File: config.mk
export PLATFORM = sky130hd
export DESIGN_NAME = pattern_gen
export DESIGN_NICKNAME = d
export VERILOG_FILES = /design/src/rtl/pattern_gen.sv
export SDC_FILE = /design/constraint.sdc
export NUM_CORES = 1
export LEC_CHECK = 0
export CAP_MARGIN = 15
export CORE_UTILIZATION = 36
export CTS_BUF_LIST = sky130_fd_sc_hd__clkbuf_8
export CTS_CLUSTER_DIAMETER = 50
export DETAILED_ROUTE_END_ITERATION = 12
export HOLD_SLACK_MARGIN = 0.1
export PLACE_DENSITY = 0.65
export SLEW_MARGIN = 0
export SYNTH_ARGS = -nofsm -noshare
export SYNTH_HDL_FRONTEND = slang
export SYNTH_SLANG_ARGS = --single-unit
File: constraint.sdc
create_clock -name clk -period 2.28 [get_ports clk]
set_input_delay 0.228 -clock clk [delete_from_list [all_inputs] [get_ports clk]]
set_output_delay 0.228 -clock clk [all_outputs]
set_load 0.005 [all_outputs]
File: src/rtl/pattern_gen.sv
// rtl/pattern_gen.sv - serial pattern generator: latches a WIDTH-bit pattern on start and shifts it out,
// with programmable bit period, repeat count, bit order and mid-run abort.
module pattern_gen #(
  parameter int   WIDTH    = 8,
  parameter int   CNT_W    = 8,
  parameter int   DIV_W    = 8,
  parameter logic IDLE_LVL = 1'b0
) (
  input  logic             clk,
  input  logic             rst_n,
  input  logic             en,
  input  logic             abort,
  input  logic [WIDTH-1:0] pattern,
  input  logic [CNT_W-1:0] pattern_cnt,
  input  logic [DIV_W-1:0] bit_div,
  input  logic             lsb_first,
  output logic             out,
  output logic             rdy,
  output logic             done
);

  localparam int IDX_W = (WIDTH > 1) ? $clog2(WIDTH) : 1;
  localparam logic [IDX_W-1:0] LAST_IDX = IDX_W'(WIDTH - 1);

  typedef enum logic {IDLE, SHIFT} state_t;

  state_t             state_q, state_d;
  logic [WIDTH-1:0]   pat_q, pat_d;
  logic [CNT_W-1:0]   cnt_q, cnt_d;
  logic [DIV_W-1:0]   div_q, div_d;
  logic               lsb_q, lsb_d;
  logic [IDX_W-1:0]   idx_q, idx_d;
  logic [DIV_W-1:0]   dcnt_q, dcnt_d;
  logic [CNT_W-1:0]   rep_q, rep_d;
  logic               out_q, out_d;
  logic               done_q, done_d;

  // Position i in emission order, mapped to the physical pattern bit.
  function automatic logic pick(input logic [WIDTH-1:0] p, input logic [IDX_W-1:0] i,
                                input logic lsb);
    logic [IDX_W-1:0] k;
    k = lsb ? i : (LAST_IDX - i);
    return p[k];
  endfunction

  always_comb begin
    state_d = state_q;
    pat_d   = pat_q;
    cnt_d   = cnt_q;
    div_d   = div_q;
    lsb_d   = lsb_q;
    idx_d   = idx_q;
    dcnt_d  = dcnt_q;
    rep_d   = rep_q;
    out_d   = out_q;
    done_d  = 1'b0;
    case (state_q)
      IDLE: begin
        out_d = IDLE_LVL;
        if (en && !abort) begin
          state_d = SHIFT;
          pat_d   = pattern;
          cnt_d   = pattern_cnt;
          div_d   = bit_div;
          lsb_d   = lsb_first;
          idx_d   = '0;
          dcnt_d  = '0;
          rep_d   = '0;
          out_d   = pick(pattern, '0, lsb_first);
        end
      end
      SHIFT: begin
        if (abort) begin
          state_d = IDLE;
          out_d   = IDLE_LVL;
        end else if (dcnt_q != div_q) begin
          dcnt_d = dcnt_q + 1'b1;
        end else begin
          dcnt_d = '0;
          if (idx_q == LAST_IDX) begin
            // rep_q stops at cnt_q, so an all-ones count never wraps.
            if (rep_q == cnt_q) begin
              state_d = IDLE;
              out_d   = IDLE_LVL;
              done_d  = 1'b1;
            end else begin
              rep_d = rep_q + 1'b1;
              idx_d = '0;
              out_d = pick(pat_q, '0, lsb_q);
            end
          end else begin
            idx_d = idx_q + 1'b1;
            out_d = pick(pat_q, idx_q + 1'b1, lsb_q);
          end
        end
      end
      default: begin
        state_d = IDLE;
        out_d   = IDLE_LVL;
      end
    endcase
  end

  always_ff @(posedge clk or negedge rst_n) begin
    if (!rst_n) begin
      state_q <= IDLE;
      pat_q   <= '0;
      cnt_q   <= '0;
      div_q   <= '0;
      lsb_q   <= 1'b0;
      idx_q   <= '0;
      dcnt_q  <= '0;
      rep_q   <= '0;
      out_q   <= IDLE_LVL;
      done_q  <= 1'b0;
    end else begin
      state_q <= state_d;
      pat_q   <= pat_d;
      cnt_q   <= cnt_d;
      div_q   <= div_d;
      lsb_q   <= lsb_d;
      idx_q   <= idx_d;
      dcnt_q  <= dcnt_d;
      rep_q   <= rep_d;
      out_q   <= out_d;
      done_q  <= done_d;
    end
  end

  assign out  = out_q;
  assign rdy  = (state_q == IDLE);
  assign done = done_q;

endmodule

==> results of run 1 <==
## synthesized netlist by cell type, drive strengths merged
| cell type | instances |
|---|---|
| o21ai | 10 |
| a22o | 4 |
| inv | 6 |
| nor4b | 1 |
| a21o | 2 |
| a31oi | 1 |
| mux2i | 12 |
| nor3b | 1 |
| or2 | 1 |
| nor2b | 3 |
| xnor2 | 1 |
| a211o | 2 |
| nor4 | 6 |
| buf | 5 |
| a221o | 2 |
| nand2b | 2 |
| xor2 | 17 |
| nor2 | 9 |
| and2 | 2 |
| a221oi | 1 |
| and3 | 6 |
| mux2 | 2 |
| a21oi | 9 |
| ha | 4 |
| nand3 | 9 |
| clkbuf | 7 |
| o211ai | 3 |
| nand2 | 90 |
| or4 | 6 |
| nor3 | 2 |
| o31ai | 4 |
| dfrtp | 47 |
| a311oi | 1 |
## per-layer routing
layer / GRT usage [%] / routed length, um / vias to the layer above
li1: - / - / 1023
met1: 20.2 / 2530 / 966
met2: 26.5 / 2570 / 44
met3: 4.18 / 236 / 2
met4: 4.24 / 29 / 0
met5: 0 / 0 / -
## layout make-up
cell class,count,area (um2),share of cell area (%)
Clock buffer,5,68.8,2.28
Clock inverter,2,13.8,0.456
Inverter,6,22.5,0.747
Multi-Input combinational cell,213,1230,40.8
Sequential cell,47,1180,39.0
Tap cell,80,100,3.32
Timing Repair Buffer,42,403,13.4
## logic make-up (layout without fill, tap and decap cells)
family,after synthesis,count (layout),synth area share (%)
AOI/OAI and AO/OA,39,39,10.5
xor gates and xnor gates,18,18,6.29
adders and majority gates,4,4,2.00
buffers and inverters,18,55,3.99
DFF,47,47,46.9
muxes,14,14,5.69
and+or+nand+nor,138,138,24.6
## power by group through the flow
stage | sequential [mW] | combinational, mW | clock [mW]
final | 1.02 | 0.507 | 0.502
after floorplan | 1.01 | 0.361 | 0
after global placement | 1.03 | 0.497 | 0
after CTS | 1.02 | 0.515 | 0.511
after detailed placement | 1.03 | 0.511 | 0
after global routing | 1.03 | 0.571 | 0.544
## layout by cell type (no fill, tap or decap), types with 5 or more instances in the layout
cell,netlist,final
a21oi_1,9,9
and3_1,5,5
buf_4,0,9
clkbuf_8,0,5
clkdlybuf4s50_1,0,30
dfrtp_1,47,47
inv_1,6,6
mux2i_1,12,12
nand2_1,90,90
nand3_1,9,9
nor2_1,9,9
nor4_1,6,6
o21ai_0,9,9
xor2_1,17,17
## tightest hold or removal path, stage by stage
cell             delay, ps
clkdlybuf4s50_1        390
nand2_1                 50
nand2_1                 40
## registers in the layout, summed over array words and instances, names as in the netlist
signal,flops
cnt_q,8
state_q,1
dcnt_q,8
lsb_q,1
done,1
out,1
pat_q,8
rep_q,8
idx_q,3
div_q,8
## final timing paths
| path | to | slack (ps) | depth (start not counted) |
|---|---|---|---|
| worst max-delay path | dcnt_q[3] | 130 | 5 |
| worst max register to register | dcnt_q[3] | 130 | 5 |
| worst min-delay path | cnt_q[6] | 440 | 3 |
| worst min register to register | cnt_q[6] | 500 | 2 |
| min in group asynchronous | div_q[3] | 450 | 2 |
| max in group asynchronous | idx_q[2] | 1300 | 3 |
==> flow_summary_export.csv, run 1 <==
group,metric,value,unit
placement,gp_congestion,0.843,
clock_network,clkTransAtPathRegs,90,ps
detailed_routing,ant_nets,0,
die,rows,30,
timing,min_period,2150,ps
setup_path,critPathLaunch,"dcnt_q[5]",
min_path,hp-class,"primary input to flop",
yosys,synth_top_area_share,46.9,%
timing,whs,440,ps
setup_path,required,2480,ps
placement,place_inst,387,
yosys,ys_ff_latch,47,
run,cap_violations,0,
yosys,ys_top_cells_by_area,"dfrtp_1, nand2_1, xor2_1",
yosys,ys_seq_area_share,46.9,%
power,power_switching,633,uW
clock_network,insertion_delay,300,ps
die,design.core.area,6760,um2
power,combPwrFrac,25.0,%
timing,rsz0062_at_grt,"no",
yosys,yosysUniqueCellTypes,39,
clock_network,htreeDepth,2,
clock_network,cts_setup_buffers,0,
yosys,yosys.area.top_type,"dfrtp_1",
clock_network,numCtsBuffers,5,
die,dieArea,7300,um2
global_routing,grt_use_total,15.8,%
cells_and_area,diodes,0,
global_routing,antenna_found_initial,0,
min_path,hold_start,"pattern_cnt[6]",
setup_path,cpPeakStageDelay,710,ps
cells_and_area,syn_to_final_growth,20.3,%
cells_and_area,utilization,44.6,%
setup_path,path_class,"flop to flop",
detailed_routing,drc,0,
die,die-width,85.5,um
power,p_total,2.03,mW
cells_and_area,nFillCells,672,
yosys,ys_warn_count,0,
global_routing,grt_first_pass_wirelength,9070,um
yosys,syn_nets,311,
global_routing,grt_max_degree,25,
cells_and_area,nets,348,
setup_path,crit_chain,"xor2_1 -> or4_2 -> o21ai_2 -> o21ai_0 -> a22o_1",
timing,fin_crit_sh,94.3,%
die,die_h,85.5,um
setup_path,worst_setup_path_start_kind,"flop",
timing,setup_ws,129,ps
cells_and_area,instances_no_fill,395,
timing,slew_violations,0,
setup_path,path_buf_inv,0,
power,switching_share,31.2,%
power,p_seq_share,50.2,%
power,power_leakage,1.45,nW
clock_network,cts_tree,"yes",
cells_and_area,drive_gt1_share,8.25,%
clock_network,cts_sinks,47,
power,internal_power,1.39,mW
timing,worstMarginPinSlew,580,ps
timing,finalHoldViolCount,0,
clock_network,clk_path_buf_depth,2,
setup_path,timing.rr.start,"dcnt_q[5]",
detailed_routing,dr.pass1.iters,4,
timing,skew,4.46,ps
detailed_routing,wl_per_cell,13.6,um
detailed_routing,drt_iter0_markers,98,
die,io_pins,32,
timing,fmax,465,MHz
power,clkPwrFrac,24.8,%
power,power_density,672,nW/um2
detailed_routing,wl,5360,um
clock_network,root_buffer,"clkbuf_8",
global_routing,grt-ovfl-total,0,
cells_and_area,fin_area,3020,um2
placement,pre_cts_ws,140,ps
clock_network,hold_buffers,1,
setup_path,path_max_fanout,8,
status,run_status,"finished clean",
clock_network,ctsResizeCount,0,
detailed_routing,vias,2035,
placement,dp_hpwl,3930,um
detailed_routing,via_per_inst,5.15,
placement,io_buffer_count,31,
global_routing,grt_pass1_vias,1986,
yosys,syn-cell-area,2510,um2
timing,finalSetupViolCount,0,
power,ir_drop,0.000231,V
timing,relSlewSlack,61.3,%
die,initial_core_util,37.1,%
placement,dpl_cell_area,2920,um2
yosys,synthCells,278,
setup_path,cp_slowest_cell,"or4_2",
yosys,avgSynthCellArea,9.02,um2
setup_path,crit_path_end_kind,"flop",
timing,tns,0,ps
setup_path,critPathTopFamily,"simple AND/OR/NAND/NOR gates",
setup_path,worstPathArrival,2350,ps
Power figures use the tool's default switching activity.
==> run 2: changes to the inputs <==
Settings changed: CORE_UTILIZATION 36 to 40, PLACE_DENSITY 0.65 to 0.7.
==> run 2 against run 1 <==
Wire length fell by 3.3%. Via count up 0.93%. Power rose by 11%. Die area is 9.8% lower. Sequential power hardly changed. Critical path type unchanged.
==> flow_summary_export.csv, run 2 (synthesis results as in run 1) <==
group,metric,value,unit
clock_network,cts_sinks,47,
die,design.core.area,5990,um2
detailed_routing,via_per_inst,5.24,
timing,tns,0,ps
detailed_routing,ant_nets,0,
timing,fin_crit_sh,94.2,%
power,ir_drop,0.000407,V
timing,min_period,2150,ps
die,dieArea,6590,um2
power,power_leakage,1.48,nW
setup_path,crit_chain,"xor2_1 -> or4_2 -> nor2_1 -> a21oi_1 -> a221o_1",
min_path,hp-class,"primary input to asynchronous set/reset pin",
global_routing,grt_max_degree,22,
global_routing,grt_pass1_vias,2019,
cells_and_area,multi_input_area,1240,um2
detailed_routing,dr.pass1.iters,4,
global_routing,antenna_found_initial,0,
cells_and_area,register_area,1180,um2
setup_path,timing.rr.start,"dcnt_q[5]",
placement,gp_congestion,0.799,
clock_network,insertion_delay,300,ps
placement,dp_hpwl,3790,um
cells_and_area,layout_common_cells,"nand2_1, dfrtp_1, clkdlybuf4s50_1",
timing,setup_ws,132,ps
placement,dpl_cell_area,2910,um2
die,io_pins,32,
clock_network,cts_tree,"yes",
setup_path,crit_path_end_kind,"flop",
power,p_total,2.25,mW
global_routing,grt-ovfl-total,0,
timing,finalHoldViolCount,0,
setup_path,cp_slowest_cell,"or4_2",
global_routing,grt_first_pass_wirelength,9080,um
detailed_routing,drt_iter0_markers,97,
status,run_status,"finished clean",
die,die_h,81.2,um
power,power_density,734,nW/um2
clock_network,htreeDepth,2,
timing,relSlewSlack,63.8,%
die,rows,28,
cells_and_area,syn_to_final_growth,22.4,%
die,initial_core_util,41.9,%
setup_path,worstPathArrival,2340,ps
detailed_routing,drc,0,
setup_path,path_class,"flop to flop",
clock_network,cts_setup_buffers,0,
cells_and_area,drive_gt1_share,8.83,%
setup_path,worst_setup_path_start_kind,"flop",
timing,worstMarginPinSlew,538,ps
placement,pre_cts_ws,139,ps
setup_path,path_max_fanout,5,
timing,rsz0062_at_grt,"no",
timing,skew,5.96,ps
global_routing,grt_use_total,18.0,%
placement,io_buffer_count,31,
setup_path,cpPeakStageDelay,750,ps
detailed_routing,vias,2054,
cells_and_area,nets,349,
cells_and_area,layout_commonest_cell,"nand2_1",
clock_network,numCtsBuffers,5,
setup_path,r2r-end,"idx_q[0]",
setup_path,reg2reg_slack,130,ps
timing,slew_violations,0,
setup_path,required,2470,ps
cells_and_area,nFillCells,550,
cells_and_area,fin_area,3070,um2
detailed_routing,wl_per_cell,13.2,um
clock_network,clk_path_buf_depth,2,
cells_and_area,diodes,0,
timing,fmax,466,MHz
clock_network,clkTransAtPathRegs,90,ps
timing,whs,383,ps
setup_path,ff2ff_path_depth,5,
run,cap_violations,0,
detailed_routing,wl,5190,um
timing,finalSetupViolCount,0,
clock_network,root_buffer,"clkbuf_8",
die,die-width,81.2,um
[run 2: report_power, final]
group	internal, mW	leakage [nW]	switching, mW
logic	0.252	0.797	0.260
registers	0.931	0.613	0.0885
clock network	0.434	0.0695	0.285
total	1.62	1.48	0.633
[run 2: cell type report]
| class | instances | share of cell area, % |
|---|---|---|
| Clock buffer | 5 | 2.24 |
| Sequential cell | 47 | 38.3 |
| Timing Repair Buffer | 43 | 13.0 |
| Multi-Input combinational cell | 213 | 40.6 |
| Clock inverter | 3 | 2.08 |
| Inverter | 6 | 0.734 |
| Tap cell | 75 | 3.06 |
[run 2: per-layer routing]
| layer | part of all wire, % | track usage [%] | vias up |
|---|---|---|---|
| met5 | 0 | 0 | - |
| met4 | 1.2 | 5.89 | 0 |
| met3 | 3.7 | 3.48 | 7 |
| met2 | 47 | 28.6 | 43 |
| met1 | 48 | 24.4 | 978 |
| li1 | - | - | 1026 |
[run 2: metrics by stage]
stage	cells	util (%)
2_1_floorplan	278	-
3_3_place_gp	383	48.6
3_5_place_dp	383	48.6
4_1_cts	392	51.0
5_1_grt	392	51.2
6_report	392	51.2
[run 2: critical path: cells and delay by family (launching register included)]
family	cells	cell delay, ps
AND/OR/NAND/NOR	2	1030
AO/OA/AOI/OAI	2	370
XOR/XNOR	1	200
flip-flops	1	430
[run 2: worst max-delay path by stage]
stage	start	endpoint	slack, ps	cells past startpoint
finish	dcnt_q[5]	idx_q[0]	130	5
floorplan	dcnt_q[5]	dcnt_q[3]	310	5
detailed placement	dcnt_q[5]	dcnt_q[4]	140	5
CTS	dcnt_q[5]	dcnt_q[4]	110	5
global placement	dcnt_q[5]	dcnt_q[3]	180	5
global route	dcnt_q[6]	rep_q[3]	20	6
[run 2: repair_timing]
action,CTS,global route
hold buffers,1,0
setup endpoints to repair,0,1
hold endpoints to repair,16,0
gates resized for setup,0,2
==> run 3: changes to the inputs <==
Settings changed: HOLD_SLACK_MARGIN 0.1 to not set.
==> results of run 3 <==
No change in the layout: final DEF, timing and power equal those of run 2.
==> edit, RTL diff (flow settings as in run 1) <==
The parameter `DIV_W` goes from 8 to 7.
--- a/src/rtl/pattern_gen.sv
+++ b/src/rtl/pattern_gen.sv
@@ -4,5 +4,5 @@
   parameter int   WIDTH    = 8,
   parameter int   CNT_W    = 8,
-  parameter int   DIV_W    = 8,
+  parameter int   DIV_W    = 7,
   parameter logic IDLE_LVL = 1'b0
 ) (
Ports: changed (resized bit_div); port bits go from 32 to 31. No check against the original RTL was run, so the function may have changed too.
==> edit against run 1 <==
Final area decreased by 4.6%. Power increased by 0.27%. Synthesized cell count decreased by 6.1%. Routed wire length decreased by 6.5%. Setup slack improved by 0.15 ns. Maximum frequency increased by 7.7%. Sequential cell count decreased by 2. Area after synthesis decreased by 5.5%.
==> edit: results (changes against run 1) <==
- Global-route met2 utilization: 28.2% (+1.7 points)
- Pin count of the biggest net entering global routing: 36 (+44%)
- Critical path data arrival time: 2.23 ns (-0.12 ns)
- H-Tree Depth: 2 (unchanged)
- CTS clk-pin slew, worst paths: 0.08 ns
- Status: finished clean
- Hpwl dp: 3.68 mm (-6.5%)
- GR met3 Demand/Resource: 2.78% (-1.4 points)
- Layout Nets: 329 (-5.5%)
- Largest registers: cnt_q: 8 flops, pat_q: 8 flops, rep_q: 8 flops
- Via count: 1943 (-4.5%)
- Leak: 1.30 nW (-11%)
- Worst-Skew Late Latency: 0.29 ns
- Post-Place Worst Slack: 0.309 ns (+0.169 ns)
- Routed WL: 5.01 mm (-6.5%)
- Sequential area share after synthesis: 47.5% (+0.64 points)
- Total track usage: 16.3% (+0.54 points)
- N_diodes: 0 (unchanged)
- Root Buffer: clkbuf_8
- Hold slack: 0.325 ns (-0.114 ns)
- Distinct cells, synth: 38 (-2.6%)
- Worst Max-Slew Pin Slew: 0.431 ns (-0.149 ns)
- Psw: 644 µW (+1.7%)
- Layout cells sized above 1: 9.06% (+0.81 points)
- Worst Slack Setup Final: 0.283 ns (+0.154 ns)
- Post-Route Skew: 0.00463 ns (+0.000168 ns)
- Busiest layer in global routing: met2
- Yosys warning count: 0 (unchanged)
- First-pass GRT wire length: 9.15 mm (+0.92%)
- FILL cells: 652 (-3.0%)
- Iter 0 DRT Violations: 165 (+68%)
- Peak supply drop: 486 µV (+110%)
- Syn_nets: 293 (-5.8%)
- Top post-synthesis cells by count: nand2_1, dfrtp_1, xor2_1
- Fraction of registers with async set/reset: 100% (unchanged)
- Total CTS buffers: 5 (unchanged)
- Synth area leaders: dfrtp_1, nand2_1, mux2i_1
- Placer congestion estimate: 0.863 (+2.4%)
- Initial antenna violation count: 0 (unchanged)
- Post-CTS Resized: 0 (unchanged)
- Crit Path Max Fanout: 10 (+2)
- Vias in the first global route: 2010 (+1.2%)
- Max clock buf depth: 2 (unchanged)
- I/O Buffers: 30 (-3.2%)
- Worst hold path type: input pin to asynchronous set/reset pin
- First-pass DRT Iterations: 4 (unchanged)
- GR Util met1: 20.8% (+0.62 points)
edit: changes by cell type after synthesis, moves of 6 or more:
cell,delta
xor2_1,-8
nand4_1,+6
nor4_1,-6
xnor2_1,+7
edit: critical path: stages (launching register included):
cell and delay (ns):
dfrtp_1 0.43, xor2_1 0.20, nor4_4 0.33, nand2_1 0.29
or4_1 0.59, nand3_1 0.09
edit: area by class of cell:
type	count	share of cell area, %
multi-input cells	202	41.3
clock buffers	5	2.39
repair buffers	40	13.0
well taps	77	3.35
inverters	3	0.392
clock inverters	3	0.479
flip-flops and latches	45	39.2
edit: layer usage:
metal | vias up | part of all wire (%)
met3 | 6 | 2.2
met1 | 931 | 45
met2 | 25 | 51
met4 | 0 | 1.4
li1 | 981 | -
met5 | - | 0
edit: path summary, 6_finish.rpt:
| check | from | to | depth (start not counted) |
|---|---|---|---|
| hold reg to reg | pat_q[4]$_DFFE_PN0P_ | pat_q[4]$_DFFE_PN0P_ | 2 |
| setup / recovery | dcnt_q[3]$_DFFE_PN0P_ | out$_DFFE_PN0P_ | 5 |
| max in group asynchronous | rst_n | idx_q[0]$_DFFE_PN0P_ | 3 |
| min in group clk | pattern_cnt[4] | cnt_q[4]$_DFFE_PN0P_ | 3 |
| hold / removal | rst_n | cnt_q[2]$_DFFE_PN0P_ | 2 |
| setup reg to reg | dcnt_q[3]$_DFFE_PN0P_ | out$_DFFE_PN0P_ | 5 |
edit: metrics by stage:
| stage | cells | cell area (µm²) |
|---|---|---|
| after CTS | 375 | 2880 |
| after floorplan | 261 | 2370 |
| after global routing | 375 | 2880 |
| final | 375 | 2880 |
| after detailed placement | 366 | 2780 |
| after global placement | 366 | 2780 |
edit: what timing repair did:
item / 4_1_cts / 5_1_grt
setup buffers: 0 / 0
hold buffers: 1 / 0
hold endpoints to repair: 10 / 0
edit: logic make-up (layout without fill, tap and decap cells):
logic type               after synthesis  count (layout)  synth area share [%]
AND/OR/NAND/NOR                      131             131                  25.1
multiplexers                          12              12                  5.28
XOR/XNOR                              17              17                  6.29
adder cells (fa/ha/maj)                4               4                  2.11
flip-flops                            45              45                  47.5
buffers and inverters                 14              51                  2.48
AO/OA/AOI/OAI                         38              38                  11.1
edit: power by group through the flow:
stage	registers, mW	clock network [mW]	logic, mW
6_report	1.01	0.468	0.554
5_1_grt	1.03	0.527	0.633
4_1_cts	1.01	0.489	0.565
3_5_place_dp	1.03	0	0.562
3_3_place_gp	1.02	0	0.551
2_1_floorplan	0.994	0	0.405
